$ cat src/rtl/load_store_unit.sv
// Load/store unit: takes one byte/halfword/word request at a time, checks it,
// drives a single-beat memory access with a bounded ack wait, and reports writeback or error.
`ifndef OP_lb
`define OP_lb  6'h10
`define OP_lh  6'h11
`define OP_lw  6'h12
`define OP_lbu 6'h14
`define OP_lhu 6'h15
`define OP_sb  6'h18
`define OP_sh  6'h19
`define OP_sw  6'h1A
`endif

module load_store_unit #(
   parameter int TIMEOUT = 15
) (
   input  logic        clk_cpu,
   input  logic        reset_n,
   input  logic        req_valid,
   output logic        req_ready,
   input  logic [5:0]  req_op,
   input  logic [31:0] req_adrs,
   input  logic [31:0] req_data,
   input  logic [4:0]  req_rd,
   output logic        mem_req,
   output logic        mem_we,
   output logic [31:0] mem_adrs,
   output logic [3:0]  mem_be,
   output logic [31:0] mem_wdata,
   input  logic [31:0] mem_rdata,
   input  logic        mem_ack,
   output logic        done,
   output logic        wb_en,
   output logic [4:0]  wb_rd,
   output logic [31:0] wb_data,
   output logic        err,
   output logic [1:0]  err_code
);
   localparam int CW = (TIMEOUT < 1) ? 1 : $clog2(TIMEOUT + 1);
   localparam logic [CW-1:0] CNT_MAX = CW'(TIMEOUT);

   typedef enum logic [1:0] {IDLE, ACCESS, DONE} state_t;
   state_t state, state_nxt;

   logic [CW-1:0] cnt;
   logic [5:0]    op_q;
   logic [1:0]    lane_q;
   logic [4:0]    rd_q;
   logic          load_q;

   logic          dec_load, dec_store;
   logic [1:0]    dec_size;
   logic [1:0]    dec_fault;
   logic [3:0]    dec_be;
   logic [31:0]   dec_wdata;
   logic [31:0]   ld_shift, ld_data;
   logic          accept, timeout;

   assign accept  = req_valid && (state == IDLE);
   assign timeout = (cnt == CNT_MAX);

   // dec_size: 0 byte, 1 halfword, 2 word
   always_comb begin
      dec_load  = 1'b0;
      dec_store = 1'b0;
      dec_size  = 2'd2;
      case (req_op)
         `OP_lb:  begin dec_load  = 1'b1; dec_size = 2'd0; end
         `OP_lbu: begin dec_load  = 1'b1; dec_size = 2'd0; end
         `OP_lh:  begin dec_load  = 1'b1; dec_size = 2'd1; end
         `OP_lhu: begin dec_load  = 1'b1; dec_size = 2'd1; end
         `OP_lw:  begin dec_load  = 1'b1; dec_size = 2'd2; end
         `OP_sb:  begin dec_store = 1'b1; dec_size = 2'd0; end
         `OP_sh:  begin dec_store = 1'b1; dec_size = 2'd1; end
         `OP_sw:  begin dec_store = 1'b1; dec_size = 2'd2; end
         default: ;
      endcase

      dec_fault = 2'b00;
      if (!dec_load && !dec_store)
         dec_fault = 2'b11;
      else if ((dec_size == 2'd1 && req_adrs[0]) || (dec_size == 2'd2 && req_adrs[1:0] != 2'b00))
         dec_fault = 2'b01;

      dec_be    = 4'b1111;
      dec_wdata = 32'h0;
      if (dec_store) begin
         case (dec_size)
            2'd0: begin
               dec_be    = 4'b0001 << req_adrs[1:0];
               dec_wdata = {4{req_data[7:0]}};
            end
            2'd1: begin
               dec_be    = req_adrs[1] ? 4'b1100 : 4'b0011;
               dec_wdata = {2{req_data[15:0]}};
            end
            default: dec_wdata = req_data;
         endcase
      end
   end

   // Align the addressed lane down to bit 0, then extend by load flavour
   always_comb begin
      ld_shift = mem_rdata >> {lane_q, 3'b000};
      case (op_q)
         `OP_lb:  ld_data = {{24{ld_shift[7]}}, ld_shift[7:0]};
         `OP_lbu: ld_data = {24'h0, ld_shift[7:0]};
         `OP_lh:  ld_data = {{16{ld_shift[15]}}, ld_shift[15:0]};
         `OP_lhu: ld_data = {16'h0, ld_shift[15:0]};
         default: ld_data = ld_shift;
      endcase
   end

   always_comb begin
      state_nxt = state;
      case (state)
         IDLE:    if (req_valid) state_nxt = (dec_fault != 2'b00) ? DONE : ACCESS;
         ACCESS:  if (mem_ack || timeout) state_nxt = DONE;
         DONE:    state_nxt = IDLE;
         default: state_nxt = IDLE;
      endcase
   end

   always_ff @(posedge clk_cpu or negedge reset_n) begin
      if (!reset_n)
         state <= IDLE;
      else
         state <= state_nxt;
   end

   // Memory-side fields are loaded once at accept so they stay stable until ack
   always_ff @(posedge clk_cpu or negedge reset_n) begin
      if (!reset_n) begin
         cnt       <= '0;
         op_q      <= 6'h0;
         lane_q    <= 2'b00;
         rd_q      <= 5'h0;
         load_q    <= 1'b0;
         mem_we    <= 1'b0;
         mem_adrs  <= 32'h0;
         mem_be    <= 4'h0;
         mem_wdata <= 32'h0;
         wb_rd     <= 5'h0;
         wb_data   <= 32'h0;
         err_code  <= 2'b00;
      end else if (accept) begin
         op_q   <= req_op;
         lane_q <= req_adrs[1:0];
         rd_q   <= req_rd;
         load_q <= dec_load;
         cnt    <= '0;
         if (dec_fault == 2'b00) begin
            mem_we    <= dec_store;
            mem_adrs  <= {req_adrs[31:2], 2'b00};
            mem_be    <= dec_be;
            mem_wdata <= dec_wdata;
         end else begin
            err_code <= dec_fault;
            wb_rd    <= req_rd;
         end
      end else if (state == ACCESS) begin
         if (mem_ack) begin
            err_code <= 2'b00;
            wb_rd    <= rd_q;
            if (load_q)
               wb_data <= ld_data;
         end else if (timeout) begin
            err_code <= 2'b10;
            wb_rd    <= rd_q;
         end else begin
            cnt <= cnt + 1'b1;
         end
      end
   end

   assign req_ready = (state == IDLE);
   assign mem_req   = (state == ACCESS);
   assign done      = (state == DONE);
   assign wb_en     = done && load_q && (err_code == 2'b00);
   assign err       = done && (err_code != 2'b00);

endmodule

$ cat config.mk
export PLATFORM = sky130hd
export DESIGN_NAME = load_store_unit
export DESIGN_NICKNAME = d
export VERILOG_FILES = /design/src/rtl/load_store_unit.sv
export SDC_FILE = /design/constraint.sdc
export NUM_CORES = 1
export LEC_CHECK = 0
export CAP_MARGIN = 20
export CORE_ASPECT_RATIO = 2
export CORE_MARGIN = 5
export CORE_UTILIZATION = 55
export CTS_BUF_LIST = sky130_fd_sc_hd__clkbuf_8
export CTS_CLUSTER_SIZE = 24
export DETAILED_ROUTE_END_ITERATION = 7
export DONT_BUFFER_PORTS = 1
export HOLD_SLACK_MARGIN = 0.1
export PLACE_DENSITY = 0.75
export SYNTH_ARGS = -nofsm -noshare
export SYNTH_HDL_FRONTEND = slang
export SYNTH_SLANG_ARGS = --single-unit
$ cat constraint.sdc
create_clock -name clk_cpu -period 2.1 [get_ports clk_cpu]
set_clock_uncertainty 0.15 [all_clocks]
set_input_delay 0.42 -clock clk_cpu [delete_from_list [all_inputs] [get_ports clk_cpu]]
set_output_delay 0.42 -clock clk_cpu [all_outputs]
set_load 0.03 [all_outputs]
==> impl_metrics.env, run 1 <==
export IMPL_r2r_cells=6
export IMPL_overflow=0
export IMPL_finalMaxSlewViolations=0
export IMPL_met1_usage=0.2723
export IMPL_power_mw=7.089
export IMPL_use_met2=0.5042
export IMPL_p_leak_nw=3.402
export IMPL_htreeDepth=4
export IMPL_worstSetupStartpointType="input pin"
export IMPL_met3_usage=0.07788
export IMPL_ys_seq_elements=126
export IMPL_grt_pass1_wl_microns=28920
export IMPL_port_buffers=0
export IMPL_cpPeakStageDelay_ps=580
export IMPL_finalHoldViolCount=126
export IMPL_clock_root_buffer="clkbuf_8"
export IMPL_first_pass_iters=5
export IMPL_vias=4763
export IMPL_start_util=0.5650
export IMPL_die_y_microns=160.0
export IMPL_path_cells="dlygate4sd3_1, nor2b_1, and4b_1, nand3_1, o32a_1"
export IMPL_clk_insertion_delay_late_ps=420
export IMPL_violations="negative hold slack"
export IMPL_r2r_end="mem_wdata[21]"
export IMPL_hp_class="input pin to async pin"
export IMPL_worst_pin_slew_ps=773.5
export IMPL_crit_path_top_delay_cell="dlygate4sd3_1"
export IMPL_power_density_mw_per_mm2=944.1
export IMPL_drc=0
export IMPL_netlist_area_leader_share=0.5098
export IMPL_critPathKind="input pin to flop"
export IMPL_synthTopCellsByCount="126 x dfrtp_1, 66 x o21ai_0, 47 x nand2_1, 39 x mux2i_1, 36 x mux2_4"
export IMPL_final_nets=735
export IMPL_synth_adder_area_share=0.003642
export IMPL_synth_cell_type_count=51
export IMPL_gp_congestion=0.9875
export IMPL_yosysTopAreaCell="dfrtp_1"
export IMPL_crit_required_ps=2250
export IMPL_synthMuxAreaShare=0.1942
export IMPL_area_delta_synth_final_pct=21.40
export IMPL_max_freq_mhz=483.5
export IMPL_grt_max_degree=127
export IMPL_critical_path_top_delay_family="simple AND/OR/NAND/NOR gates"
export IMPL_cts_clk_slew_worst_paths_ps=80
export IMPL_fin_crit_ps=2068
export IMPL_maxSlewHeadroom=0.4800
export IMPL_dp_hpwl_microns=13110
export IMPL_synth_flop_cell="dfrtp_1"
export IMPL_async_reset_ff_frac=1.000
export IMPL_setup_viol=0
export IMPL_synthXorXnorAreaFrac=0.004248
export IMPL_instances_no_fill=775
export IMPL_cap_violations=0
export IMPL_drive_gt1_frac=0.2079
export IMPL_synth_most_common_cell="dfrtp_1"
export IMPL_drt_iter0_markers=203
export IMPL_yosysSeqAreaShare=0.5098
export IMPL_crit_end="mem_be[2]"
export IMPL_synthSimpleGateAreaFrac=0.09670
export IMPL_clock_sinks=126
export IMPL_cp_depth=5
export IMPL_cp_data_arrival_time_ps=2210
export IMPL_ant_nets=0
export IMPL_wl_per_cell_microns=24.43
export IMPL_period_share=0.9848
export IMPL_synth_compound_area_frac=0.1449
export IMPL_synth_top_family_by_area="multiplexers"
export IMPL_dieWidth_microns=84.98
export IMPL_diodes=0
export IMPL_syn_inst=535
export IMPL_post_route_util=0.6860
export IMPL_io_pins=224
export IMPL_clockBufferDepth=2
export IMPL_path_buf_inv=1
export IMPL_fp_coreArea_sq_mm=0.01095
export IMPL_crit_fanout=6
export IMPL_rrSetupSlack_ps=150
export IMPL_fp_dieArea_sq_mm=0.01359
export IMPL_synthTopCellsByArea="dfrtp_1 51%, mux2_4 8.7%, mux2i_1 6.3%, o21ai_0 5.3%, mux2_2 3.5%"
export IMPL_rows=54
export IMPL_dp_cells=667
export IMPL_critPathLaunch="req_op[5]"
export IMPL_status="complete, but fails checks"
export IMPL_irDropWorstVdd_mv=0.5431
export IMPL_totalWireLength_microns=18940
export IMPL_critPathCaptureType="flop"
export IMPL_cts_tree="done"
export IMPL_via_per_inst=6.146
export IMPL_rr_startpoint="state[1]"
export IMPL_yosysWarnings=0
export IMPL_grt_usage=0.2776
export IMPL_hold_slack_ps=-466.2
export IMPL_synth_edf_count=0
export IMPL_synthesis_area_sq_mm=0.006185
export IMPL_antenna_found_initial=0
export IMPL_cts_made_buffers=17
export IMPL_busiest_layer="met2"
export IMPL_grt_pass1_vias=5132
export IMPL_syn_area_per_cell_sq_um=11.56
## flip-flops by register name, summed over array words and instances (netlist names)
register and flops:
lane_q 2, rd_q 5, wb_data 32, err_code 2, mem_be 4, cnt 4
load_q 1, mem_we 1, mem_wdata 32, wb_rd 5, state 2, mem_adrs 30
op_q 6
## through the flow
stage / TNS (ps) / worst slack [ps] / cell area [sq um] / hold WS, ps
finish: 0 / 31.89 / 7508 / -466.2
global route: -6.444 / -6.444 / 7508 / -507.2
CTS: 0 / 15.99 / 7473 / -496.5
detailed placement: 0 / 14.72 / 6356 / -22.30
global placement: 0 / 45.63 / 6356 / -22.62
floorplan: 0 / 68.62 / 6191 / -25.59
## where the power goes
| group | switching (mW) | internal, mW | leakage [nW] |
|---|---|---|---|
| Combinational | 0.548 | 0.699 | 1.57 |
| Clock | 0.985 | 1.05 | 0.195 |
| Sequential | 1.01 | 2.80 | 1.64 |
| Total | 2.54 | 4.54 | 3.40 |
## placed cells by master, fill, tap and decap left out, types with 4 or more instances in the layout
cell           Yosys  final
mux2i_1           39     39
nand2_1           47     47
a22oi_1           16     16
o21ai_0           66     65
mux2_4            36     36
o21ai_1            4      4
dlygate4sd3_1      0     75
nand3_1            5      5
nor2_1            29     28
clkinv_2           0      5
buf_4              4     28
dfrtp_1          126    126
and3_1             4      4
and2_1            10      9
o31ai_1           16     16
a211oi_1           8      8
nor2b_1            5      4
clkinv_4           0      5
clkbuf_8           0     17
a21oi_1           27     27
mux2_2            19     19
## per-layer routing
| metal | vias to the layer above | wire length [microns] |
|---|---|---|
| met1 | 2332 | 5997 |
| met3 | 57 | 1392 |
| met4 | 0 | 983 |
| met2 | 275 | 10560 |
| met5 | - | 0 |
| li1 | 2099 | - |
## timing repair
item                       in CTS  in global routing
setup endpoints to repair       4                 15
setup buffers                   1                  1
resized for setup               0                  4
gates cloned                    0                  0
hold endpoints to repair      203                127
hold buffers                   73                  2
## layout make-up
class,count,area [sq um]
clock inverter,14,145.1
fill,802,3437
multi-input combinational,369,2769
tap,140,175.2
sequential,126,3153
clock buffer,17,234.0
timing repair buffer,106,1021
inverter,3,11.26
## cells by family (layout without fill, tap and decap cells)
| group | count (synthesis) | in the layout |
|---|---|---|
| and+or+nand+nor | 117 | 117 |
| buffers and inverters | 41 | 140 |
| AOI/OAI and AO/OA | 148 | 148 |
| DFF | 126 | 126 |
| xor gates and xnor gates | 3 | 3 |
| other | 1 | 2 |
| adders and majority gates | 2 | 2 |
| muxes | 97 | 97 |
## how the worst min path moves through the flow
stage,depth (start not counted),slack [ps],from,endpoint
2_1_floorplan,0,-30,reset_n,cnt[0]
3_3_place_gp,0,-20,reset_n,wb_data[28]
3_5_place_dp,0,-20,reset_n,wb_data[28]
4_1_cts,0,-500,reset_n,wb_data[28]
5_1_grt,0,-510,reset_n,wb_data[27]
6_report,0,-470,reset_n,wb_data[28]
## worst reg2reg max path: cells and delay by family, from the launching register on
family          cells  cell delay, ps
flops               1             430
simple gates        3             530
compound gates      1             330
buf+inv             2             400
No activity file was read; power rests on OpenSTA's default activity.
==> run 2: changes to the inputs <==
--- a/config.mk
+++ b/config.mk
@@ -6,15 +6,18 @@
 export NUM_CORES = 1
 export LEC_CHECK = 0
 export CAP_MARGIN = 20
+export CELL_PAD_IN_SITES_DETAIL_PLACEMENT = 1
+export CELL_PAD_IN_SITES_GLOBAL_PLACEMENT = 2
 export CORE_ASPECT_RATIO = 2
 export CORE_MARGIN = 5
-export CORE_UTILIZATION = 55
+export CORE_UTILIZATION = 41
 export CTS_BUF_LIST = sky130_fd_sc_hd__clkbuf_8
 export CTS_CLUSTER_SIZE = 24
 export DETAILED_ROUTE_END_ITERATION = 7
 export DONT_BUFFER_PORTS = 1
 export HOLD_SLACK_MARGIN = 0.1
-export PLACE_DENSITY = 0.75
+export MAX_ROUTING_LAYER = met4
+export PLACE_DENSITY = 0.88
 export SYNTH_ARGS = -nofsm -noshare
 export SYNTH_HDL_FRONTEND = slang
 export SYNTH_SLANG_ARGS = --single-unit
==> run 2 against run 1 <==
The flow still finishes with violations (negative hold slack). Critical path depth decreased by 1. Core utilization decreased by 17 points. Final cell count increased by 7.1%. Non-clock buffer count unchanged. Worst hold slack improved by 8.0 ps. Sequential share of layout area decreased by 0.58 points. Maximum frequency increased by 2.4%. Sequential power about the same. Total power increased by 4.1%. Critical endpoint is now wb_data[27]. Largest cell class unchanged. Highest routed layer unchanged.
==> impl_metrics.env, run 2 (same netlist as run 1, synthesis figures left out) <==
export IMPL_port_buffers=0
export IMPL_finalHoldViolCount=126
export IMPL_critPathLaunch="state[1]"
export IMPL_htreeDepth=4
export IMPL_top_layer_used="met4"
export IMPL_clockBufferDepth=2
export IMPL_via_per_inst=5.723
export IMPL_finalMaxSlewViolations=0
export IMPL_dieWidth_microns=96.85
export IMPL_fin_crit_ps=2020
export IMPL_p_leak_nw=3.416
export IMPL_clk_insertion_delay_late_ps=430
export IMPL_irDropWorstVdd_mv=0.4614
export IMPL_met2_wirelength_microns=12400
export IMPL_cts_clk_slew_worst_paths_ps=90
export IMPL_hold_slack_ps=-458.3
export IMPL_io_pins=224
export IMPL_wl_met3_microns=1443
export IMPL_worstSetupStartpointType="flop"
export IMPL_finalInstanceArea_sq_mm=0.007614
export IMPL_violations="negative hold slack"
export IMPL_final_cell_mix="126 x dfrtp_1, 74 x dlygate4sd3_1, 65 x o21ai_0"
export IMPL_met1_length_microns=6538
export IMPL_timing_final_ws_setup_ps=79.52
export IMPL_period_share=0.9621
export IMPL_grt_usage=0.2459
export IMPL_fp_coreArea_sq_mm=0.01482
export IMPL_cts_tree="done"
export IMPL_grt_max_degree=127
export IMPL_critPathCaptureType="flop"
export IMPL_wl_per_cell_microns=25.83
export IMPL_cp_data_arrival_time_ps=2200
export IMPL_diodes=0
export IMPL_setup_viol=0
export IMPL_area_delta_synth_final_pct=23.10
export IMPL_grt_pass1_wl_microns=32780
export IMPL_place_area_sq_mm=0.006427
export IMPL_reg_top3="mem_wdata: 32 flops, wb_data: 32 flops, mem_adrs: 30 flops"
export IMPL_die_y_microns=183.7
export IMPL_worst_pin_slew_ps=795.8
export IMPL_clock_sinks=126
export IMPL_hold_buffers=74
export IMPL_status="complete, but fails checks"
export IMPL_fin_tns_setup_ps=0
export IMPL_rrSetupSlack_ps=80
export IMPL_gp_congestion=0.8998
export IMPL_path_cells="nand4b_1, nor4_2, a22oi_1, o21ai_0"
export IMPL_totalWireLength_microns=21440
export IMPL_crit_path_top_delay_cell="nor4_2"
export IMPL_n_fill_cell=1615
export IMPL_clock_root_buffer="clkbuf_8"
export IMPL_overflow=0
export IMPL_ant_nets=0
export IMPL_maxSlewHeadroom=0.4650
export IMPL_final_nets=735
export IMPL_drt_iter0_markers=166
export IMPL_hp_class="input pin to async pin"
export IMPL_cts_made_buffers=17
export IMPL_cap_violations=0
export IMPL_post_route_util=0.5138
export IMPL_crit_fanout=8
export IMPL_drive_gt1_frac=0.2094
export IMPL_first_pass_iters=4
export IMPL_mostFrequentLayoutCell="dfrtp_1"
export IMPL_cpPeakStageDelay_ps=670
export IMPL_max_freq_mhz=494.9
export IMPL_crit_end="wb_data[27]"
export IMPL_multiInputGateArea_sq_mm=0.002769
export IMPL_pre_cts_ws_ps=-230.1
export IMPL_critPathKind="flop to flop"
export IMPL_drc=0
export IMPL_rows=63
export IMPL_antenna_found_initial=0
export IMPL_dp_hpwl_microns=15060
export IMPL_grt_pass1_vias=5439
export IMPL_power_density_mw_per_mm2=969.4
export IMPL_vias=4750
export IMPL_seq_area_sq_mm=0.003153
export IMPL_start_util=0.4173
export IMPL_fp_dieArea_sq_mm=0.01779
export IMPL_r2r_cells=4
export IMPL_rr_startpoint="state[1]"
export IMPL_r2r_end="wb_data[27]"
export IMPL_crit_required_ps=2280
## run 2: power breakdown
group	internal (mW)	switching (mW)	leakage, nW
Clock	1.20	1.08	0.209
Combinational	0.704	0.578	1.57
Sequential	2.80	1.03	1.64
## run 2: area by class of cell
cell class                      count  share of cell area
Clock buffer                       17             0.03073
Clock inverter                     14             0.02416
Inverter                            3            0.001479
Multi-Input combinational cell    369              0.3637
Sequential cell                   126              0.4141
Tap cell                          195             0.03205
Timing Repair Buffer              106              0.1338
## run 2: worst min path at each step
stage	from	to	slack [ps]
3_5_place_dp	reset_n	wb_data[8]	-20
6_report	reset_n	wb_data[8]	-460
5_1_grt	reset_n	wb_data[8]	-500
2_1_floorplan	reset_n	cnt[0]	-30
4_1_cts	reset_n	state[1]	-500
3_3_place_gp	reset_n	wb_data[9]	-20
## run 2: metal layers
layer  vias up  GRT usage
li1       2096          -
met1      2383     0.2130
met2       213     0.4668
met3        58    0.07102
met4         0     0.1316
met5         -          -
## run 2: worst max-delay path: cells and delay by family (launching register included)
kind               cells  cell delay, ps
AOI/OAI and AO/OA      2             330
DFF                    1             430
and+or+nand+nor        2            1010
## run 2: through the flow
stage	instances	power (mW)
CTS	830	7.430
floorplan	536	4.620
detailed placement	724	4.995
global route	830	7.678
global placement	724	4.918
finish	830	7.380
## run 2: timing repair
item	in CTS	in global routing
endpoints found under the setup margin	6	8
setup buffers	1	0
resized for setup	2	2
endpoints found under the hold margin	204	126
cloned	0	0
